## config.mk

```make
export PLATFORM = sky130hd
export DESIGN_NAME = multdiv_seq_flat
export DESIGN_NICKNAME = d
export VERILOG_FILES = /design/src/rtl/multdiv_seq_if.sv /design/src/rtl/multdiv_seq.sv /design/src/flat_wrapper.sv
export SDC_FILE = /design/constraint.sdc
export NUM_CORES = 1
export LEC_CHECK = 0
export ABC_CLOCK_PERIOD_IN_PS = 5500
export BUFFER_PORTS_ARGS = -buffer_cell sky130_fd_sc_hd__clkbuf_2
export CORE_ASPECT_RATIO = 1.1
export CORE_MARGIN = 2
export CORE_UTILIZATION = 50
export CTS_BUF_LIST = sky130_fd_sc_hd__clkbuf_2
export DETAILED_ROUTE_END_ITERATION = 16
export MAX_ROUTING_LAYER = met4
export PLACE_DENSITY_LB_ADDON = 0.08
export SLEW_MARGIN = 5
export SYNTH_ARGS = -nofsm -noshare
export SYNTH_HDL_FRONTEND = slang
export SYNTH_SLANG_ARGS = --single-unit
export TNS_END_PERCENT = 20
```

## constraint.sdc

```tcl
create_clock -name clock -period 5.5 [get_ports clock]
set_input_delay 0.275 -clock clock [delete_from_list [all_inputs] [get_ports clock]]
set_output_delay 0.275 -clock clock [all_outputs]
set_load 0.1 [all_outputs]
```

## src/rtl/multdiv_seq_if.sv

```systemverilog
// Execute-stage bus between the pipeline and the multiply/divide sequencer.
// master: pipeline side (drives start pulses and operands, receives result).
// slave : sequencer side (samples starts when idle, returns result/exception/RDY/busy).
interface multdiv_seq_if #(
  parameter int WIDTH = 32
);
  logic             ctrl_MULT;
  logic             ctrl_DIV;
  logic [WIDTH-1:0] data_operandA;
  logic [WIDTH-1:0] data_operandB;
  logic [WIDTH-1:0] data_result;
  logic             data_exception;
  logic             data_resultRDY;
  logic             busy;

  modport master (
    output ctrl_MULT, ctrl_DIV, data_operandA, data_operandB,
    input  data_result, data_exception, data_resultRDY, busy
  );

  modport slave (
    input  ctrl_MULT, ctrl_DIV, data_operandA, data_operandB,
    output data_result, data_exception, data_resultRDY, busy
  );
endinterface

```

## src/rtl/multdiv_seq.sv

```systemverilog
// Sequential signed multiply (radix-2 shift-add) / divide (restoring) unit.
// Latency: RDY pulses WIDTH+1 edges after the start edge (1 edge for divide by zero).
// Backpressure: none queued; starts while busy are dropped, result held until next FIN.
// Ports: clock, reset (sync, active-high); bus (slave) carries ctrl_MULT/ctrl_DIV,
//   operands A/B, data_result, data_exception, data_resultRDY, busy.
module multdiv_seq #(
  parameter int WIDTH = 32
) (
  input  logic         clock,
  input  logic         reset,
  multdiv_seq_if.slave bus
);
  localparam int CW = $clog2(WIDTH);

  typedef enum logic [1:0] {IDLE, RUN, FIN} state_e;

  state_e           state_q, state_d;
  logic [WIDTH-1:0] a_q, a_d;        // |A|; during divide it doubles as dividend/quotient shifter
  logic [WIDTH-1:0] b_q, b_d;        // |B|; during multiply it doubles as the product low half
  logic [WIDTH-1:0] acc_q, acc_d;    // product high half / partial remainder
  logic [CW-1:0]    cnt_q, cnt_d;
  logic             mul_q, mul_d;
  logic             sign_q, sign_d;
  logic             dz_q, dz_d;
  logic [WIDTH-1:0] result_q, result_d;
  logic             exc_q, exc_d;
  logic             rdy_q, rdy_d;

  logic               start;
  logic               start_dz;
  logic [WIDTH-1:0]   a_mag, b_mag;
  logic [WIDTH:0]     mul_sum;
  logic [WIDTH:0]     div_trial;
  logic [WIDTH:0]     div_diff;
  logic [2*WIDTH-1:0] prod;
  logic [2*WIDTH-1:0] prod_signed;
  logic [WIDTH-1:0]   quot_signed;
  logic               mul_ovf;
  logic               div_ovf;

  assign start    = (state_q == IDLE) && (bus.ctrl_MULT || bus.ctrl_DIV);
  assign start_dz = !bus.ctrl_MULT && (bus.data_operandB == '0);
  // Two's-complement negation of the most negative value yields 2^(WIDTH-1) as an unsigned magnitude.
  assign a_mag = bus.data_operandA[WIDTH-1] ? -bus.data_operandA : bus.data_operandA;
  assign b_mag = bus.data_operandB[WIDTH-1] ? -bus.data_operandB : bus.data_operandB;

  assign mul_sum   = {1'b0, acc_q} + (b_q[0] ? {1'b0, a_q} : '0);
  assign div_trial = {acc_q, a_q[WIDTH-1]};
  assign div_diff  = div_trial - {1'b0, b_q};

  assign prod        = {acc_q, b_q};
  assign prod_signed = sign_q ? -prod : prod;
  // Negative results may reach magnitude 2^(WIDTH-1); positive ones only 2^(WIDTH-1)-1.
  assign mul_ovf = sign_q ? ((prod[2*WIDTH-1:WIDTH] != '0) ||
                             (prod[WIDTH-1] && (prod[WIDTH-2:0] != '0)))
                          : (prod[2*WIDTH-1:WIDTH-1] != '0);
  assign quot_signed = sign_q ? -a_q : a_q;
  // Only MIN / -1 produces a positive quotient of 2^(WIDTH-1).
  assign div_ovf = !sign_q && a_q[WIDTH-1];

  // State register and datapath flops
  always_ff @(posedge clock) begin
    if (reset) begin
      state_q  <= IDLE;
      a_q      <= '0;
      b_q      <= '0;
      acc_q    <= '0;
      cnt_q    <= '0;
      mul_q    <= 1'b0;
      sign_q   <= 1'b0;
      dz_q     <= 1'b0;
      result_q <= '0;
      exc_q    <= 1'b0;
      rdy_q    <= 1'b0;
    end else begin
      state_q  <= state_d;
      a_q      <= a_d;
      b_q      <= b_d;
      acc_q    <= acc_d;
      cnt_q    <= cnt_d;
      mul_q    <= mul_d;
      sign_q   <= sign_d;
      dz_q     <= dz_d;
      result_q <= result_d;
      exc_q    <= exc_d;
      rdy_q    <= rdy_d;
    end
  end

  // Next-state logic
  always_comb begin
    state_d = state_q;
    unique case (state_q)
      IDLE:    if (start) state_d = start_dz ? FIN : RUN;
      RUN:     if (cnt_q == CW'(WIDTH - 1)) state_d = FIN;
      FIN:     state_d = IDLE;
      default: state_d = IDLE;
    endcase
  end

  // Datapath and registered-output updates
  always_comb begin
    a_d      = a_q;
    b_d      = b_q;
    acc_d    = acc_q;
    cnt_d    = cnt_q;
    mul_d    = mul_q;
    sign_d   = sign_q;
    dz_d     = dz_q;
    result_d = result_q;
    exc_d    = exc_q;
    rdy_d    = 1'b0;
    unique case (state_q)
      IDLE: begin
        if (start) begin
          a_d    = a_mag;
          b_d    = b_mag;
          acc_d  = '0;
          cnt_d  = '0;
          mul_d  = bus.ctrl_MULT;
          sign_d = bus.data_operandA[WIDTH-1] ^ bus.data_operandB[WIDTH-1];
          dz_d   = start_dz;
        end
      end
      RUN: begin
        cnt_d = cnt_q + 1'b1;
        if (mul_q) begin
          // Add-then-shift: the multiplier drains out of b_q as product bits fill in.
          {acc_d, b_d} = {mul_sum, b_q[WIDTH-1:1]};
        end else if (!div_diff[WIDTH]) begin
          acc_d = div_diff[WIDTH-1:0];
          a_d   = {a_q[WIDTH-2:0], 1'b1};
        end else begin
          acc_d = div_trial[WIDTH-1:0];
          a_d   = {a_q[WIDTH-2:0], 1'b0};
        end
      end
      FIN: begin
        rdy_d = 1'b1;
        if (dz_q) begin
          result_d = '0;
          exc_d    = 1'b1;
        end else if (mul_q) begin
          result_d = prod_signed[WIDTH-1:0];
          exc_d    = mul_ovf;
        end else begin
          result_d = quot_signed;
          exc_d    = div_ovf;
        end
      end
      default: ;
    endcase
  end

  // Outputs
  always_comb begin
    bus.busy           = (state_q != IDLE);
    bus.data_result    = result_q;
    bus.data_exception = exc_q;
    bus.data_resultRDY = rdy_q;
  end
endmodule
```

## src/flat_wrapper.sv

```systemverilog
// flat-port wrapper written by rule: the top's interface ports become plain ports
module multdiv_seq_flat 
#(
  parameter int WIDTH = 32
)
  (clock, reset, bus_ctrl_MULT, bus_ctrl_DIV, bus_data_operandA, bus_data_operandB, bus_data_result, bus_data_exception, bus_data_resultRDY, bus_busy);
  multdiv_seq_if #(.WIDTH(WIDTH)) bus_i ();
  input  logic clock;
  input  logic reset;
  input wire logic [$bits(bus_i.ctrl_MULT)-1:0] bus_ctrl_MULT;
  input wire logic [$bits(bus_i.ctrl_DIV)-1:0] bus_ctrl_DIV;
  input wire logic [$bits(bus_i.data_operandA)-1:0] bus_data_operandA;
  input wire logic [$bits(bus_i.data_operandB)-1:0] bus_data_operandB;
  output wire logic [$bits(bus_i.data_result)-1:0] bus_data_result;
  output wire logic [$bits(bus_i.data_exception)-1:0] bus_data_exception;
  output wire logic [$bits(bus_i.data_resultRDY)-1:0] bus_data_resultRDY;
  output wire logic [$bits(bus_i.busy)-1:0] bus_busy;
  assign bus_i.ctrl_MULT = bus_ctrl_MULT;
  assign bus_i.ctrl_DIV = bus_ctrl_DIV;
  assign bus_i.data_operandA = bus_data_operandA;
  assign bus_i.data_operandB = bus_data_operandB;
  assign bus_data_result = bus_i.data_result;
  assign bus_data_exception = bus_i.data_exception;
  assign bus_data_resultRDY = bus_i.data_resultRDY;
  assign bus_busy = bus_i.busy;
  multdiv_seq #(.WIDTH(WIDTH)) u_core (.clock(clock), .reset(reset), .bus(bus_i));
endmodule
```

==> results.md <==
- The run finished with clean final reports.
- The time the worst path needs with I/O delays and setup is 4.67 ns.
- Setup repair after global routing left no endpoint under its margin.
- Derived from the worst setup path, the maximum achievable clock frequency is 0.214 GHz.
- The cell count of the worst hold path is 5.
- After technology mapping, the gate count stands at 1723.
- The floorplan has 60 rows.
- The worst setup path is launched from a register.
- The slowest stage of the critical path belongs to the cell sky130_fd_sc_hd__dfxtp_1.
- The relative max-transition margin is 0.206.
- The beginning of the worst hold path is bus_data_operandA[8].
- The kind of end point of the critical path is a register.
- Entering global routing, the biggest net connects 77 pins.
- The startpoint of the worst setup timing path is u_core.b_q[0].
- CTS built an H-tree with a depth of 4.
- Counting along the longest clock path gives a buffer depth of 2.
- The synthesized design contains 140 register bits.
- Cell internal power was estimated by the tool at 1830 µW.
- The placed instance count is 2050.
- Traced cell by cell, the critical path runs through ha_1, fa_1, nor2b_1, o31ai_1, a21o_1, o21ai_0, a211o_1, o41a_1, nand2_2, buf_4, mux2i_1, a2111oi_0.
- The post-synth net total is 1864.
- The worst ir drop on vdd is 126 µV.
- The tree built by TritonCTS fans out to 140 sinks.
- Once detail routing completed, the nets flagged for antenna violations numbered 0.
- The power share of the combinational group is 0.404.
- The final HPWL from detailed placement is 31.3 mm.
- The die boundary width is 154 µm.
- The share of total power dissipated in sequential elements is 0.386.
- Of the total power, the share spent switching nets is 0.440.
- Along the worst path, the maximum fanout reaches 37.
- Relative to the synthesized area, the layout overhead comes to 11.3%.
- The total number of yosys warnings is 0.
- Between clock sinks in the finished design, the worst skew comes to 0.0499 ns.
- The clock latency reported for the late side of the worst-skew pair is 0.78 ns.
- The floorplan step set the die height to 169 µm.
- The global-route wire length before repair is 65.0 mm.
- The number of flops mapped to enable cells by yosys is 0.
- The total overflow left after global routing is 0.
- The starting density of the core is 0.508.
- The number of ports placed on the die boundary is 103.
- The family with the most delay on the worst path is compound AO/OA/AOI/OAI gates.
- The final setup violation count is 0.
- At the pin with the least slew margin, the transition time is 1.19 ns.
- The worst hold path belongs to the class input pin to register.
- The post-route DRC violation count is 0.
- The worst setup timing slack at the placement stage is 0.944 ns.
- Final hold analysis gives a worst-case slack of 0.0438 ns.
- Across every metal layer, demand over resource in global routing totals 0.323.
- Buffers inserted during clock tree synthesis total 17.
- In this run the clock root is driven by a sky130_fd_sc_hd__clkbuf_2.
- The number of max-slew violations in the final report came to 0.
- In this run the mean area of a mapped cell was 7.20 µm².
- The sequential element share of the synthesized area is 0.226.
- The clock slew at the register clock pins of the worst setup and hold paths is 0.26 ns.
- For this design the total switching power over the nets is 1430 µW.
- The number of hold violations in the final report was 0.
- Max-cap violations in this run came to 0.
- The commonest register cell after synthesis is sky130_fd_sc_hd__dfxtp_1.
- The count of cells resized by post-cts repair is 0.
- The number of inserted filler cells in the final layout is 2372.
- In the routed layout, each cell is associated on average with a via count of 6.14.
- The total buffers and inverters traversed by the critical path is 1.
- Setup slack closes at 0.830 ns.
- The leakage power figure is 0.00582 µW.
- The kind of critical path is register to register.
- The async set-or-reset flop fraction in the synthesized netlist is 0.
- The power density normalized to cell area is 236 nW/µm².
- The finished layout holds 2133 standard cells, fillers aside.
- The placeable core region is 24400 µm².
- The number of antenna violations at the first check in global routing is 1.
- The number of library cell types mapped by synthesis is 75.
- The number of DRC markers in iteration 0 is 1287.
- The worst stage delay on the critical path is 1.17 ns.
- The final critical-path share of the clock period is 0.849.
- The number of global-route vias before repair was 12076.
- The share of total power dissipated in the clock network is 0.210.
- Data arrives at the worst endpoint at 5.34 ns.
- The multi-input logic area is 8980 µm².
- The floorplan step defined a die boundary enclosing 26100 µm².
- The routed layout has 13098 vias.
- The first TritonRoute pass finished after 9 iterations.
- Dividing the detail-routed wire length by the instance count gives 19.3 µm.
- The post-synthesis instance area is 12400 µm².
- Adding up every negative setup slack in the final design gives 0 ns.
- The path depth of the worst reg2reg path is 12.
- The share of cells above drive strength 1 is 0.100.
- Summed over all layers, the routed wires come to 41.1 mm.
- The number of cells on the critical path is 12.
- Summing all flip-flop and latch instances after layout gives 2810 µm².
- The total chip power is 3260 µW.
- The startpoint identified for the worst register-to-register timing path is u_core.b_q[0].
- The data required time at the worst endpoint is 6.17 ns.
- The final-stage net count is 1949.
- The TritonCTS clock tree is yes.
- Input and output buffers added on the ports amount to 102.
- The congestion estimate from routability-driven global placement came to 0.962.
-- cells in the mapped netlist, drive strengths merged, types with 19 or more instances --
library cell | n | share of area
and2 | 33 | 0.017
a211oi | 71 | 0.043
xnor2 | 73 | 0.052
nor4 | 19 | 0.0096
nand2 | 206 | 0.062
nor3 | 32 | 0.013
nor2 | 194 | 0.059
o21ai | 90 | 0.037
a21oi | 157 | 0.063
nand3 | 47 | 0.019
a21o | 35 | 0.021
clkbuf | 88 | 0.027
ha | 71 | 0.072
o31ai | 30 | 0.018
inv | 61 | 0.018
xor2 | 71 | 0.050
dfxtp | 140 | 0.23
o211ai | 31 | 0.019
-- power groups by stage --
| stage | clock network, µW | logic (µW) | registers [µW] |
|---|---|---|---|
| 2_1_floorplan | 0 | 1010 | 1170 |
| 3_5_place_dp | 0 | 1260 | 1270 |
| 5_1_grt | 737 | 1460 | 1270 |
| 3_3_place_gp | 0 | 1250 | 1270 |
| 6_report | 684 | 1320 | 1260 |
| 4_1_cts | 700 | 1300 | 1250 |
-- layer usage --
metal / vias to the layer above / GRT usage / wire length (µm) / part of all wire
li1: 6427 / - / - / -
met1: 6083 / 0.428 / 18100 / 0.44
met2: 498 / 0.510 / 18500 / 0.45
met3: 90 / 0.0355 / 2800 / 0.068
met4: 0 / 0.126 / 1710 / 0.042
met5: - / - / 0 / 0
-- placed cells by master, fill, tap and decap left out, types with 30 or more instances in the layout --
cell                            synthesis  routed
sky130_fd_sc_hd__and2_1                33      33
sky130_fd_sc_hd__clkbuf_2               0     118
sky130_fd_sc_hd__dfxtp_1              140     138
sky130_fd_sc_hd__a211oi_1              71      71
sky130_fd_sc_hd__inv_1                 61      61
sky130_fd_sc_hd__a21oi_1              157     157
sky130_fd_sc_hd__nor3_1                32      32
sky130_fd_sc_hd__o211ai_1              31      31
sky130_fd_sc_hd__dlygate4sd3_1          0      49
sky130_fd_sc_hd__o31ai_1               30      30
sky130_fd_sc_hd__nor2_1               193     192
sky130_fd_sc_hd__ha_1                  71      71
sky130_fd_sc_hd__o21ai_0               88      88
sky130_fd_sc_hd__xor2_1                71      71
sky130_fd_sc_hd__nand3_1               46      46
sky130_fd_sc_hd__nand2_1              206     205
sky130_fd_sc_hd__xnor2_1               73      73
sky130_fd_sc_hd__a21o_1                35      35
-- worst register-to-register path, delay by kind of cell (launching register included) --
kind / cells / cell delay (ns)
fa+ha+maj: 2 / 0.54
buf+inv: 1 / 0.39
simple gates: 2 / 0.57
mux: 1 / 0.11
flops: 1 / 1.17
compound gates: 6 / 1.78
-- path summary, 6_finish.rpt --
check                              end  slack (ns)
max                   u_core.acc_q[30]        0.83
min                      u_core.a_q[8]        0.04
max reg2reg           u_core.acc_q[30]        0.83
min reg2reg  u_core.bus.data_result[8]        0.47
-- repair_timing --
item	in CTS	in global routing
buffers inserted	0	0
hold buffers	49	0
hold endpoints to repair	74	0
-- cells by family (layout without fill, tap and decap cells) --
group                      after synthesis  after routing  share of synthesized area
AOI/OAI and AO/OA                      543            543                      0.289
adders and majority gates               73             73                     0.0749
buffers and inverters                  164            262                     0.0514
DFF                                    140            140                      0.226
and+or+nand+nor                        639            639                      0.240
xor gates and xnor gates               144            144                      0.102
muxes                                   20             20                     0.0175
other                                    0              2                          0
-- area by class of cell --
type | count | area share
Antenna cell | 2 | 0.000362
Clock buffer | 17 | 0.00616
Clock inverter | 15 | 0.0127
Inverter | 61 | 0.0166
Multi-Input combinational cell | 1419 | 0.650
Sequential cell | 140 | 0.203
Tap cell | 310 | 0.0281
Timing Repair Buffer | 169 | 0.0825
-- registers in the layout (all words and copies together), names as in the netlist --
signal                     flops
u_core.a_q                    32
u_core.acc_q                  32
u_core.b_q                    32
u_core.bus.data_exception      1
u_core.bus.data_result        32
u_core.bus.data_resultRDY      1
u_core.cnt_q                   5
u_core.dz_q                    1
u_core.mul_q                   1
u_core.sign_q                  1
u_core.state_q                 2
-- stage by stage --
stage	area (µm²)	utilization
6_report	13800	0.566
3_5_place_dp	13100	0.535
5_1_grt	13800	0.566
2_1_floorplan	12400	-
3_3_place_gp	13100	0.535
4_1_cts	13800	0.566
No activity file was read; power rests on OpenSTA's default activity.
